==> config.mk <==
export PLATFORM = sky130hd
export DESIGN_NAME = mem_lsu_flat
export DESIGN_NICKNAME = d
export VERILOG_FILES = /design/src/rtl/mem_lsu_if.sv /design/src/rtl/mem_lsu.sv /design/src/flat_wrapper.sv
export SDC_FILE = /design/constraint.sdc
export NUM_CORES = 1
export LEC_CHECK = 0
export CORE_ASPECT_RATIO = 1.2
export CORE_MARGIN = 2
export CORE_UTILIZATION = 40
export DETAILED_ROUTE_END_ITERATION = 7
export HOLD_SLACK_MARGIN = 0.15
export PLACE_DENSITY = 0.78
export SLEW_MARGIN = 0
export SYNTH_ARGS = -nofsm -noshare
export SYNTH_HDL_FRONTEND = slang
export SYNTH_SLANG_ARGS = --single-unit
export TNS_END_PERCENT = 10
==> constraint.sdc <==
create_clock -name clk -period 2.7 [get_ports clk]
set_input_delay 0.54 -clock clk [delete_from_list [all_inputs] [get_ports clk]]
set_output_delay 0.54 -clock clk [all_outputs]
set_load 0.02 [all_outputs]
==> src/rtl/mem_lsu_if.sv <==
// mem_lsu_if: data-memory request/acknowledge bus between the load/store
// stage (master) and the data memory (slave).
//
//   req    master->slave  request pending; held until ack
//   we     master->slave  request is a store
//   addr   master->slave  word-aligned byte address
//   wdata  master->slave  store data already placed in its byte lanes
//   wstrb  master->slave  byte enables (all zero for loads)
//   ack    slave->master  request completed this cycle
//   rdata  slave->master  load word, valid in the ack cycle
interface mem_lsu_if #(
    parameter int XLEN = 32
);
    logic                req;
    logic                we;
    logic [XLEN-1:0]     addr;
    logic [XLEN-1:0]     wdata;
    logic [XLEN/8-1:0]   wstrb;
    logic                ack;
    logic [XLEN-1:0]     rdata;

    modport master (
        output req, we, addr, wdata, wstrb,
        input  ack, rdata
    );

    modport slave (
        input  req, we, addr, wdata, wstrb,
        output ack, rdata
    );
endinterface

==> src/rtl/mem_lsu.sv <==
// mem_lsu: memory-access pipeline stage between execute and write-back.
// Takes the EX/M bundle, performs byte/half/word loads and stores over a
// variable-latency req/ack data-memory bus, stalls upstream while an access
// is outstanding, and produces a registered M/WB bundle plus combinational
// forwarding information.
//
// Ports:
//   clk, rst            clock, synchronous active-high reset
//   in_valid/in_ready   EX/M handshake; in_ready low while an access is open
//   ex_*                EX/M bundle (address/ALU result, store data, controls)
//   dmem                data-memory bus (mem_lsu_if.master)
//   wb_*                registered M/WB bundle; wb_valid is a one-cycle pulse
//   m_fwd_wr/m_fwd_wnum pending register write of the op occupying the stage
module mem_lsu #(
    parameter int XLEN     = 32,
    parameter int MAX_WAIT = 255
) (
    input  logic            clk,
    input  logic            rst,
    input  logic            in_valid,
    output logic            in_ready,
    input  logic [XLEN-1:0] ex_aluresult,
    input  logic [XLEN-1:0] ex_rbdata,
    input  logic [1:0]      ex_mem_opt,
    input  logic            ex_mem_signed,
    input  logic            ex_mem_load,
    input  logic            ex_mem_wr,
    input  logic            ex_reg_wr,
    input  logic [4:0]      ex_reg_wnum,
    mem_lsu_if.master       dmem,
    output logic            wb_valid,
    output logic            wb_reg_wr,
    output logic [4:0]      wb_reg_wnum,
    output logic [XLEN-1:0] wb_data,
    output logic            wb_exc,
    output logic [1:0]      wb_exc_cause,
    output logic            m_fwd_wr,
    output logic [4:0]      m_fwd_wnum
);
    typedef enum logic {IDLE = 1'b0, ACCESS = 1'b1} state_t;

    // Last wait-counter value before the request is abandoned; the request
    // is therefore visible for exactly MAX_WAIT cycles without an ack.
    localparam logic [7:0] WAIT_LAST = 8'(MAX_WAIT - 1);

    localparam logic [1:0] CAUSE_NONE     = 2'b00;
    localparam logic [1:0] CAUSE_MISALIGN = 2'b01;
    localparam logic [1:0] CAUSE_TIMEOUT  = 2'b10;

    function automatic logic misaligned(input logic [1:0] opt, input logic [1:0] lo);
        case (opt)
            2'b00:   misaligned = 1'b0;
            2'b01:   misaligned = lo[0];
            default: misaligned = (lo != 2'b00);
        endcase
    endfunction

    function automatic logic [3:0] store_strb(input logic [1:0] opt, input logic [1:0] lo);
        case (opt)
            2'b00:   store_strb = 4'b0001 << lo;
            2'b01:   store_strb = 4'b0011 << lo;
            default: store_strb = 4'b1111;
        endcase
    endfunction

    // Replicating the store data across all lanes lets the strobes alone
    // pick the target bytes.
    function automatic logic [31:0] store_lanes(input logic [1:0] opt, input logic [31:0] rb);
        case (opt)
            2'b00:   store_lanes = {4{rb[7:0]}};
            2'b01:   store_lanes = {2{rb[15:0]}};
            default: store_lanes = rb;
        endcase
    endfunction

    function automatic logic [31:0] load_extract(input logic [1:0] opt, input logic sgn,
                                                 input logic [1:0] lo, input logic [31:0] rdata);
        logic [7:0]  b;
        logic [15:0] h;
        b = rdata[{lo, 3'b000} +: 8];
        h = rdata[{lo[1], 4'b0000} +: 16];
        case (opt)
            2'b00:   load_extract = {{24{sgn & b[7]}}, b};
            2'b01:   load_extract = {{16{sgn & h[15]}}, h};
            default: load_extract = rdata;
        endcase
    endfunction

    state_t      state_q, state_d;
    logic [7:0]  wait_q, wait_d;
    logic        req_q, req_d;
    logic        we_q, we_d;
    logic [31:0] addr_q, addr_d;
    logic [31:0] wdata_q, wdata_d;
    logic [3:0]  wstrb_q, wstrb_d;

    // Operation latched for the duration of an access.
    logic [1:0]  op_q, op_d;
    logic        sgn_q, sgn_d;
    logic [1:0]  lo_q, lo_d;
    logic        store_q, store_d;
    logic        rw_q, rw_d;
    logic [4:0]  wnum_q, wnum_d;

    logic        wb_valid_q, wb_valid_d;
    logic        wb_rw_q, wb_rw_d;
    logic [4:0]  wb_wnum_q, wb_wnum_d;
    logic [31:0] wb_data_q, wb_data_d;
    logic        wb_exc_q, wb_exc_d;
    logic [1:0]  wb_cause_q, wb_cause_d;

    logic        in_is_mem;
    logic        in_mis;

    // A bundle with both load and store set is handled as a store.
    assign in_is_mem = ex_mem_load | ex_mem_wr;
    assign in_mis    = in_is_mem & misaligned(ex_mem_opt, ex_aluresult[1:0]);
    assign in_ready  = (state_q == IDLE);

    always_comb begin
        state_d    = state_q;
        wait_d     = wait_q;
        req_d      = req_q;
        we_d       = we_q;
        addr_d     = addr_q;
        wdata_d    = wdata_q;
        wstrb_d    = wstrb_q;
        op_d       = op_q;
        sgn_d      = sgn_q;
        lo_d       = lo_q;
        store_d    = store_q;
        rw_d       = rw_q;
        wnum_d     = wnum_q;
        wb_valid_d = 1'b0;
        wb_rw_d    = 1'b0;
        wb_wnum_d  = wb_wnum_q;
        wb_data_d  = wb_data_q;
        wb_exc_d   = 1'b0;
        wb_cause_d = CAUSE_NONE;
        m_fwd_wr   = 1'b0;
        m_fwd_wnum = ex_reg_wnum;

        case (state_q)
            IDLE: begin
                m_fwd_wr   = in_valid & ex_reg_wr & ~ex_mem_wr & ~in_mis;
                m_fwd_wnum = ex_reg_wnum;
                if (in_valid) begin
                    if (!in_is_mem) begin
                        wb_valid_d = 1'b1;
                        wb_rw_d    = ex_reg_wr;
                        wb_wnum_d  = ex_reg_wnum;
                        wb_data_d  = ex_aluresult;
                    end else if (in_mis) begin
                        // Faulting address is reported in wb_data.
                        wb_valid_d = 1'b1;
                        wb_wnum_d  = ex_reg_wnum;
                        wb_data_d  = ex_aluresult;
                        wb_exc_d   = 1'b1;
                        wb_cause_d = CAUSE_MISALIGN;
                    end else begin
                        state_d = ACCESS;
                        wait_d  = 8'd0;
                        req_d   = 1'b1;
                        we_d    = ex_mem_wr;
                        addr_d  = {ex_aluresult[31:2], 2'b00};
                        wdata_d = ex_mem_wr ? store_lanes(ex_mem_opt, ex_rbdata) : 32'd0;
                        wstrb_d = ex_mem_wr ? store_strb(ex_mem_opt, ex_aluresult[1:0]) : 4'b0000;
                        op_d    = ex_mem_opt;
                        sgn_d   = ex_mem_signed;
                        lo_d    = ex_aluresult[1:0];
                        store_d = ex_mem_wr;
                        rw_d    = ex_reg_wr;
                        wnum_d  = ex_reg_wnum;
                    end
                end
            end
            ACCESS: begin
                m_fwd_wr   = rw_q & ~store_q;
                m_fwd_wnum = wnum_q;
                // Ack is tested first so it wins over the timeout boundary.
                if (dmem.ack) begin
                    state_d    = IDLE;
                    req_d      = 1'b0;
                    wb_valid_d = 1'b1;
                    wb_rw_d    = rw_q & ~store_q;
                    wb_wnum_d  = wnum_q;
                    wb_data_d  = store_q ? 32'd0 : load_extract(op_q, sgn_q, lo_q, dmem.rdata);
                end else if (wait_q == WAIT_LAST) begin
                    state_d    = IDLE;
                    req_d      = 1'b0;
                    wb_valid_d = 1'b1;
                    wb_wnum_d  = wnum_q;
                    wb_data_d  = addr_q;
                    wb_exc_d   = 1'b1;
                    wb_cause_d = CAUSE_TIMEOUT;
                end else begin
                    wait_d = wait_q + 8'd1;
                end
            end
            default: state_d = IDLE;
        endcase
    end

    always_ff @(posedge clk) begin
        if (rst) begin
            state_q    <= IDLE;
            wait_q     <= 8'd0;
            req_q      <= 1'b0;
            we_q       <= 1'b0;
            addr_q     <= 32'd0;
            wdata_q    <= 32'd0;
            wstrb_q    <= 4'b0000;
            wb_valid_q <= 1'b0;
            wb_rw_q    <= 1'b0;
            wb_wnum_q  <= 5'd0;
            wb_data_q  <= 32'd0;
            wb_exc_q   <= 1'b0;
            wb_cause_q <= CAUSE_NONE;
        end else begin
            state_q    <= state_d;
            wait_q     <= wait_d;
            req_q      <= req_d;
            we_q       <= we_d;
            addr_q     <= addr_d;
            wdata_q    <= wdata_d;
            wstrb_q    <= wstrb_d;
            wb_valid_q <= wb_valid_d;
            wb_rw_q    <= wb_rw_d;
            wb_wnum_q  <= wb_wnum_d;
            wb_data_q  <= wb_data_d;
            wb_exc_q   <= wb_exc_d;
            wb_cause_q <= wb_cause_d;
        end
    end

    // Latched operation fields are only read in ACCESS, so they need no reset.
    always_ff @(posedge clk) begin
        op_q    <= op_d;
        sgn_q   <= sgn_d;
        lo_q    <= lo_d;
        store_q <= store_d;
        rw_q    <= rw_d;
        wnum_q  <= wnum_d;
    end

    assign dmem.req     = req_q;
    assign dmem.we      = we_q;
    assign dmem.addr    = addr_q;
    assign dmem.wdata   = wdata_q;
    assign dmem.wstrb   = wstrb_q;

    assign wb_valid     = wb_valid_q;
    assign wb_reg_wr    = wb_rw_q;
    assign wb_reg_wnum  = wb_wnum_q;
    assign wb_data      = wb_data_q;
    assign wb_exc       = wb_exc_q;
    assign wb_exc_cause = wb_cause_q;
endmodule

==> src/flat_wrapper.sv <==
// flat-port wrapper written by rule: the top's interface ports become plain ports
module mem_lsu_flat 
#(
    parameter int XLEN     = 32,
    parameter int MAX_WAIT = 255
)
  (clk, rst, in_valid, in_ready, ex_aluresult, ex_rbdata, ex_mem_opt, ex_mem_signed, ex_mem_load, ex_mem_wr, ex_reg_wr, ex_reg_wnum, wb_valid, wb_reg_wr, wb_reg_wnum, wb_data, wb_exc, wb_exc_cause, m_fwd_wr, m_fwd_wnum, dmem_req, dmem_we, dmem_addr, dmem_wdata, dmem_wstrb, dmem_ack, dmem_rdata);
  mem_lsu_if #(.XLEN(XLEN)) dmem_i ();
  input  logic clk;
  input  logic rst;
  input  logic in_valid;
  output logic in_ready;
  input  logic [XLEN-1:0] ex_aluresult;
  input  logic [XLEN-1:0] ex_rbdata;
  input  logic [1:0] ex_mem_opt;
  input  logic ex_mem_signed;
  input  logic ex_mem_load;
  input  logic ex_mem_wr;
  input  logic ex_reg_wr;
  input  logic [4:0] ex_reg_wnum;
  output logic wb_valid;
  output logic wb_reg_wr;
  output logic [4:0] wb_reg_wnum;
  output logic [XLEN-1:0] wb_data;
  output logic wb_exc;
  output logic [1:0] wb_exc_cause;
  output logic m_fwd_wr;
  output logic [4:0] m_fwd_wnum;
  output wire logic [$bits(dmem_i.req)-1:0] dmem_req;
  output wire logic [$bits(dmem_i.we)-1:0] dmem_we;
  output wire logic [$bits(dmem_i.addr)-1:0] dmem_addr;
  output wire logic [$bits(dmem_i.wdata)-1:0] dmem_wdata;
  output wire logic [$bits(dmem_i.wstrb)-1:0] dmem_wstrb;
  input wire logic [$bits(dmem_i.ack)-1:0] dmem_ack;
  input wire logic [$bits(dmem_i.rdata)-1:0] dmem_rdata;
  assign dmem_req = dmem_i.req;
  assign dmem_we = dmem_i.we;
  assign dmem_addr = dmem_i.addr;
  assign dmem_wdata = dmem_i.wdata;
  assign dmem_wstrb = dmem_i.wstrb;
  assign dmem_i.ack = dmem_ack;
  assign dmem_i.rdata = dmem_rdata;
  mem_lsu #(.XLEN(XLEN), .MAX_WAIT(MAX_WAIT)) u_core (.clk(clk), .rst(rst), .in_valid(in_valid), .in_ready(in_ready), .ex_aluresult(ex_aluresult), .ex_rbdata(ex_rbdata), .ex_mem_opt(ex_mem_opt), .ex_mem_signed(ex_mem_signed), .ex_mem_load(ex_mem_load), .ex_mem_wr(ex_mem_wr), .ex_reg_wr(ex_reg_wr), .ex_reg_wnum(ex_reg_wnum), .dmem(dmem_i), .wb_valid(wb_valid), .wb_reg_wr(wb_reg_wr), .wb_reg_wnum(wb_reg_wnum), .wb_data(wb_data), .wb_exc(wb_exc), .wb_exc_cause(wb_exc_cause), .m_fwd_wr(m_fwd_wr), .m_fwd_wnum(m_fwd_wnum));
endmodule
---- After elaboration in Yosys (flattened, before gate mapping) ----
Index checks and enable logic that the tools add are counted.
W data, S select, Z words.
word-level totals
  register bits after elaboration ......... 131
  bits in latches ......................... 0
  memory bits (writable) .................. 0
  bits in read-only memories .............. 0
  input port bits ......................... 111
  output and inout bits ................... 119
  logic and storage cells ................. 112
  memories kept ........................... 0
operators by class
  add/subtract/negate cells ............... 1
  $mul .................................... 0
  div/mod/pow operators ................... 0
  order comparisons ....................... 0
  eq/ne operators ......................... 10
  shift-type cells ........................ 4
  multiplexer cells ....................... 59
  bitwise operators ....................... 12
  reduce and logical (&&, ||, !) cells .... 7
operators by type and width
  cell                   count
  $mux W32               7
  $pmux W32 S2           3
  $mux W8                5
  $shiftx A32 B6 Y16     1
  $shiftx A32 B6 Y8      1
  $mux W5                5
  $mux W1                22
  $pmux W5 S2            2
  $pmux W8 S2            1
  $pmux W1 S2            7
  $add A8 B1 Y8 const B  1
  $eq A8 B8 Y1 const B   1
  $mux W2                4
  $ne A2 B2 Y1 const B   4
  $pmux W4 S2            1
  $reduce_and A4 Y1      2
  $and A1 B1 Y1          7
  $ne A3 B3 Y1 const B   2
  $reduce_and A5 Y1      1
  $eq A2 B1 Y1 const B   2
  $logic_not A2 Y1       2
  $mux W4                1
  $not A1 Y1             4
  $pmux W2 S2            1
  6 further kinds        6

---- Longest topological paths before layout ----
  depth in word-level cells ............... 7
  depth in mapped cells ................... 8
  gate-level depth less buffers ........... 6

---- Worst setup path after synthesis ----
Ideal clock, no wire load.
  kind .................................... input to register
  from .................................... input port ex_mem_opt[1]
  to ...................................... register u_core.lo_q[0] (enable)
  setup time .............................. 338 ps
  data arrival time ....................... 1730 ps
  data required time ...................... 2362 ps
  setup slack ............................. 632 ps
  stages on the path ...................... 5
  buffers on the path ..................... 2
  cells stage by stage .................... and2_1 or4_1 buf_2 clkinv_2 buf_2
on the way
  cells in the longest elaborated chain, start to end .. 5
  elaborated cells between the ends (all ways) .. 6
  classes of those cells .................. 1 x eq/ne; 1 x mux; 2 x bitwise; 2 x reduce/logical
ends and longest elaborated chain
  what                                              RTL line            source
  from (decl)                                       flat_wrapper.sv:15  input logic [1:0] ex_mem_opt;
  $eq A2 B1 Y1 or $logic_not A2 Y1 (tied branches)  mem_lsu.sv:51       case (opt)
  $pmux W1 S2 (*)                                   mem_lsu.sv:51
  $and A1 B1 Y1 (*)                                 mem_lsu.sv:117      assign in_mis = in_is_mem & misaligned(ex_mem_opt, ex_aluresult[1:0]);
  $not A1 Y1 (*)                                    --
  $reduce_and A4 Y1 (no source line) (*)            --
  to (signal assigned)                              mem_lsu.sv:240      lo_q <= lo_d;
  to (decl)                                         mem_lsu.sv:100      logic [1:0] lo_q, lo_d;
Mark *: on every way between the ends. The rest lies on a longest branch, timed or not.
A chain may end at the register's enable or synchronous reset.

---- Worst setup path after layout ----
  from .................................... register u_core.state_q
  to ...................................... output port m_fwd_wnum[0]
on the way
  cells in the longest elaborated chain, start to end .. 2
ends and longest elaborated chain
  what                         RTL line            source
  from (decl)                  mem_lsu.sv:89       state_t state_q, state_d;
  from (signal assigned)       mem_lsu.sv:220      state_q <= state_d;
  $not A1 Y1 (no source line)  --
  $pmux W5 S2 (*)              mem_lsu.sv:143      case (state_q)
  to (decl)                    flat_wrapper.sv:28  output logic [4:0] m_fwd_wnum;
Marks and branches as above.

==> out/metrics.yaml <==
hold_path:
  hold_end: "u_core.dmem.addr[31]"
  hold_path.class: "in2reg"
  min_from: "rst"
  holdPathStages: 2
job:
  maxCapViolCount: 0
synth:
  ys_seq_area_frac: 0.446
  synth.distinct_cells: 61
  ys.flop_type: "dfxtp_1"
  async_flop_share: 0
  syn-cell-area_um2: 6140
  synth_area_per_cell_um2: 9.17
  synthCells: 670
  ys_seq_elements: 131
  synth_edf_count: 12
  yosysWarningCount: 0
setup_path:
  cp.arrival_ns: 2.04
  r2r-start: "u_core.state_q"
  reg2regPathDepth: 6
  rr_endpoint: "u_core.wb_data[22]"
  reg2reg_slack_ns: 0.51
  critPathKind: "reg2out"
  path_max_fanout: 14
  worstSetupStartpointType: "register"
  crit_required_ns: 2.16
  worst_setup_path_end_kind: "output pin"
global_route:
  grt_usage: 0.260
  antenna_found_initial: 1
  grt_pass1_vias: 6118
  gr-total-overflow: 0
  grt_pass1_wl_mm: 32.9
  grt_max_degree: 59
sta:
  period_minus_slack_ns: 2.58
  fmax_mhz: 388
  skew_ns: 0.0129
  fin_tns_setup_ns: 0
  final_hold_viol_count: 0
  rsz0062_at_grt: "false"
  slew_headroom: 0.439
  worst_pin_slew_ns: 0.838
  setup_violations: 0
  fin_crit_sh: 0.954
  holdWs_ns: 0.397
  drv_slew: 0
  fin_ws_ns: 0.125
clock_network:
  clkLatencyLatePin_ns: 0.42
  clock-sinks: 131
  root_buffer: "clkbuf_16"
  cts_tree: "built"
  postCtsSetupBuffers: 0
  clockBufferDepth: 2
  path_clk_slew_ns: 0.05
  htreeDepth: 4
  cts_made_buffers: 17
route:
  drc: 0
  drt_iter0_markers: 634
  routedWlPerCell_um: 19.1
  num_vias: 6294
  avgViaCountPerCell: 5.70
  first_pass_iters: 5
  detail-route-antenna-nets: 0
  wirelength_mm: 21.1
floorplan:
  dieArea_um2: 16400
  initial_utilization: 0.409
  core_area_um2: 15000
  die_h_um: 140
  num_rows: 49
  io_pins: 230
  die_w_um: 117
placed_design:
  pre_cts_ws_ns: -0.132
  port_buffers: 227
  place_congestion: 0.885
  dp.cells: 1071
  hpwl_mm: 14.9
run_status:
  status: "finished clean"
cells_and_area:
  final_common_cell: "clkdlybuf4s50_1"
  layout_common_cells: "225 x clkdlybuf4s50_1, 119 x dfxtp_1, 86 x nand2_1"
  final_cells: 1104
  syn2layout_area_growth_pct: 51.2
  drive_gt1_frac: 0.0990
  layout.nets: 999
pwr:
  power.density_nw_per_um2: 592
  vdd_drop_max_uv: 360
  power_leakage_nw: 3.52
-- power by group --
group	switching, mW	total, mW	internal, mW
logic	0.530	1.05	0.520
registers	0.0738	2.15	2.08
clock network	0.840	2.30	1.46
total	1.44	5.50	4.05
-- worst max-delay path by stage --
stage | start | to | slack, ns | cells after the start
after floorplan | ex_mem_opt[1] | u_core.lo_q[0] | 0.63 | 5
after global placement | ex_aluresult[1] | m_fwd_wr | -0.17 | 5
after detailed placement | ex_aluresult[1] | m_fwd_wr | -0.13 | 5
after CTS | u_core.state_q | m_fwd_wnum[0] | 0.11 | 2
after global routing | u_core.state_q | m_fwd_wnum[0] | 0.02 | 2
final | u_core.state_q | m_fwd_wnum[0] | 0.12 | 2
-- state kept, by name (all words and copies together), names as in the netlist, 2 cells and up --
| register | flops |
|---|---|
| u_core.dmem.wdata | 32 |
| u_core.dmem.wstrb | 4 |
| u_core.op_q | 2 |
| u_core.wb_data | 32 |
| u_core.wnum_q | 5 |
| u_core.wb_reg_wnum | 5 |
| u_core.lo_q | 2 |
| u_core.dmem.addr | 30 |
| u_core.wb_exc_cause | 2 |
| u_core.wait_q | 8 |
-- critical path: stages, from the launching register on --
cell	delay, ns
dfxtp_1	0.66
mux2_2	0.42
clkdlybuf4s50_1	0.54
-- metrics by stage --
step / utilization / power, mW / cell area [µm²]
CTS: 0.618 / 5.53 / 9290
global route: 0.618 / 5.71 / 9290
detailed placement: 0.579 / 3.24 / 8700
floorplan: - / 2.68 / 6150
finish: 0.618 / 5.50 / 9290
global placement: 0.579 / 3.23 / 8700
-- kinds of logic (layout without fill, tap and decap cells) --
kind of cell	count (synthesis)	in the layout	share of synthesized area
and+or+nand+nor	227	227	0.184
AOI/OAI and AO/OA	193	193	0.231
DFF	131	131	0.446
buffers and inverters	70	298	0.0485
muxes	41	41	0.0780
xor gates and xnor gates	5	5	0.00713
adders and majority gates	2	2	0.00407
other	1	3	0.000610
-- routing by layer --
| layer | share of wire | global-route usage |
|---|---|---|
| met1 | 0.39 | 0.308 |
| met2 | 0.49 | 0.426 |
| met3 | 0.087 | 0.0793 |
| met4 | 0.037 | 0.118 |
| met5 | 0 | 0 |
-- cells in the mapped netlist (all sizes together) (3+ instances only) --
library cell,n,area share
o21ai,14,0.011
a31oi,6,0.0061
o2bb2ai,19,0.027
and3b,6,0.0086
inv,7,0.0043
nor2b,8,0.0081
mux2,5,0.0092
nand4,4,0.0041
o211ai,4,0.0049
nor3,42,0.034
nand2,86,0.053
and3,30,0.031
nand3b,3,0.0037
or2,3,0.0031
mux4,5,0.018
xor2,5,0.0071
a31o,9,0.013
a22o,17,0.024
a221oi,19,0.027
a311oi,30,0.043
clkbuf,40,0.025
mux2i,31,0.050
and2,4,0.0041
buf,22,0.019
nor2,21,0.013
nand2b,5,0.0051
and4,3,0.0043
a21oi,55,0.045
edfxtp,12,0.059
nand3,6,0.0049
dfxtp,119,0.39
a221o,3,0.0049
-- timing repair --
| action | in CTS | in global routing |
|---|---|---|
| resized for setup | 1 | 0 |
| setup endpoints to repair | 1 | 0 |
| hold buffers | 0 | 0 |
| endpoints found under the hold margin | 0 | 0 |
-- cell type report --
type / instances / area [µm²]
fillers: 1321 / 5730
repair buffers: 258 / 2560
diodes: 1 / 2.50
clock buffers: 23 / 489
clock inverters: 9 / 100
well taps: 204 / 255
multi-input cells: 470 / 3110
flip-flops and latches: 131 / 2740
inverters: 8 / 31.3
Note: power is estimated with default switching activity, not from simulation.
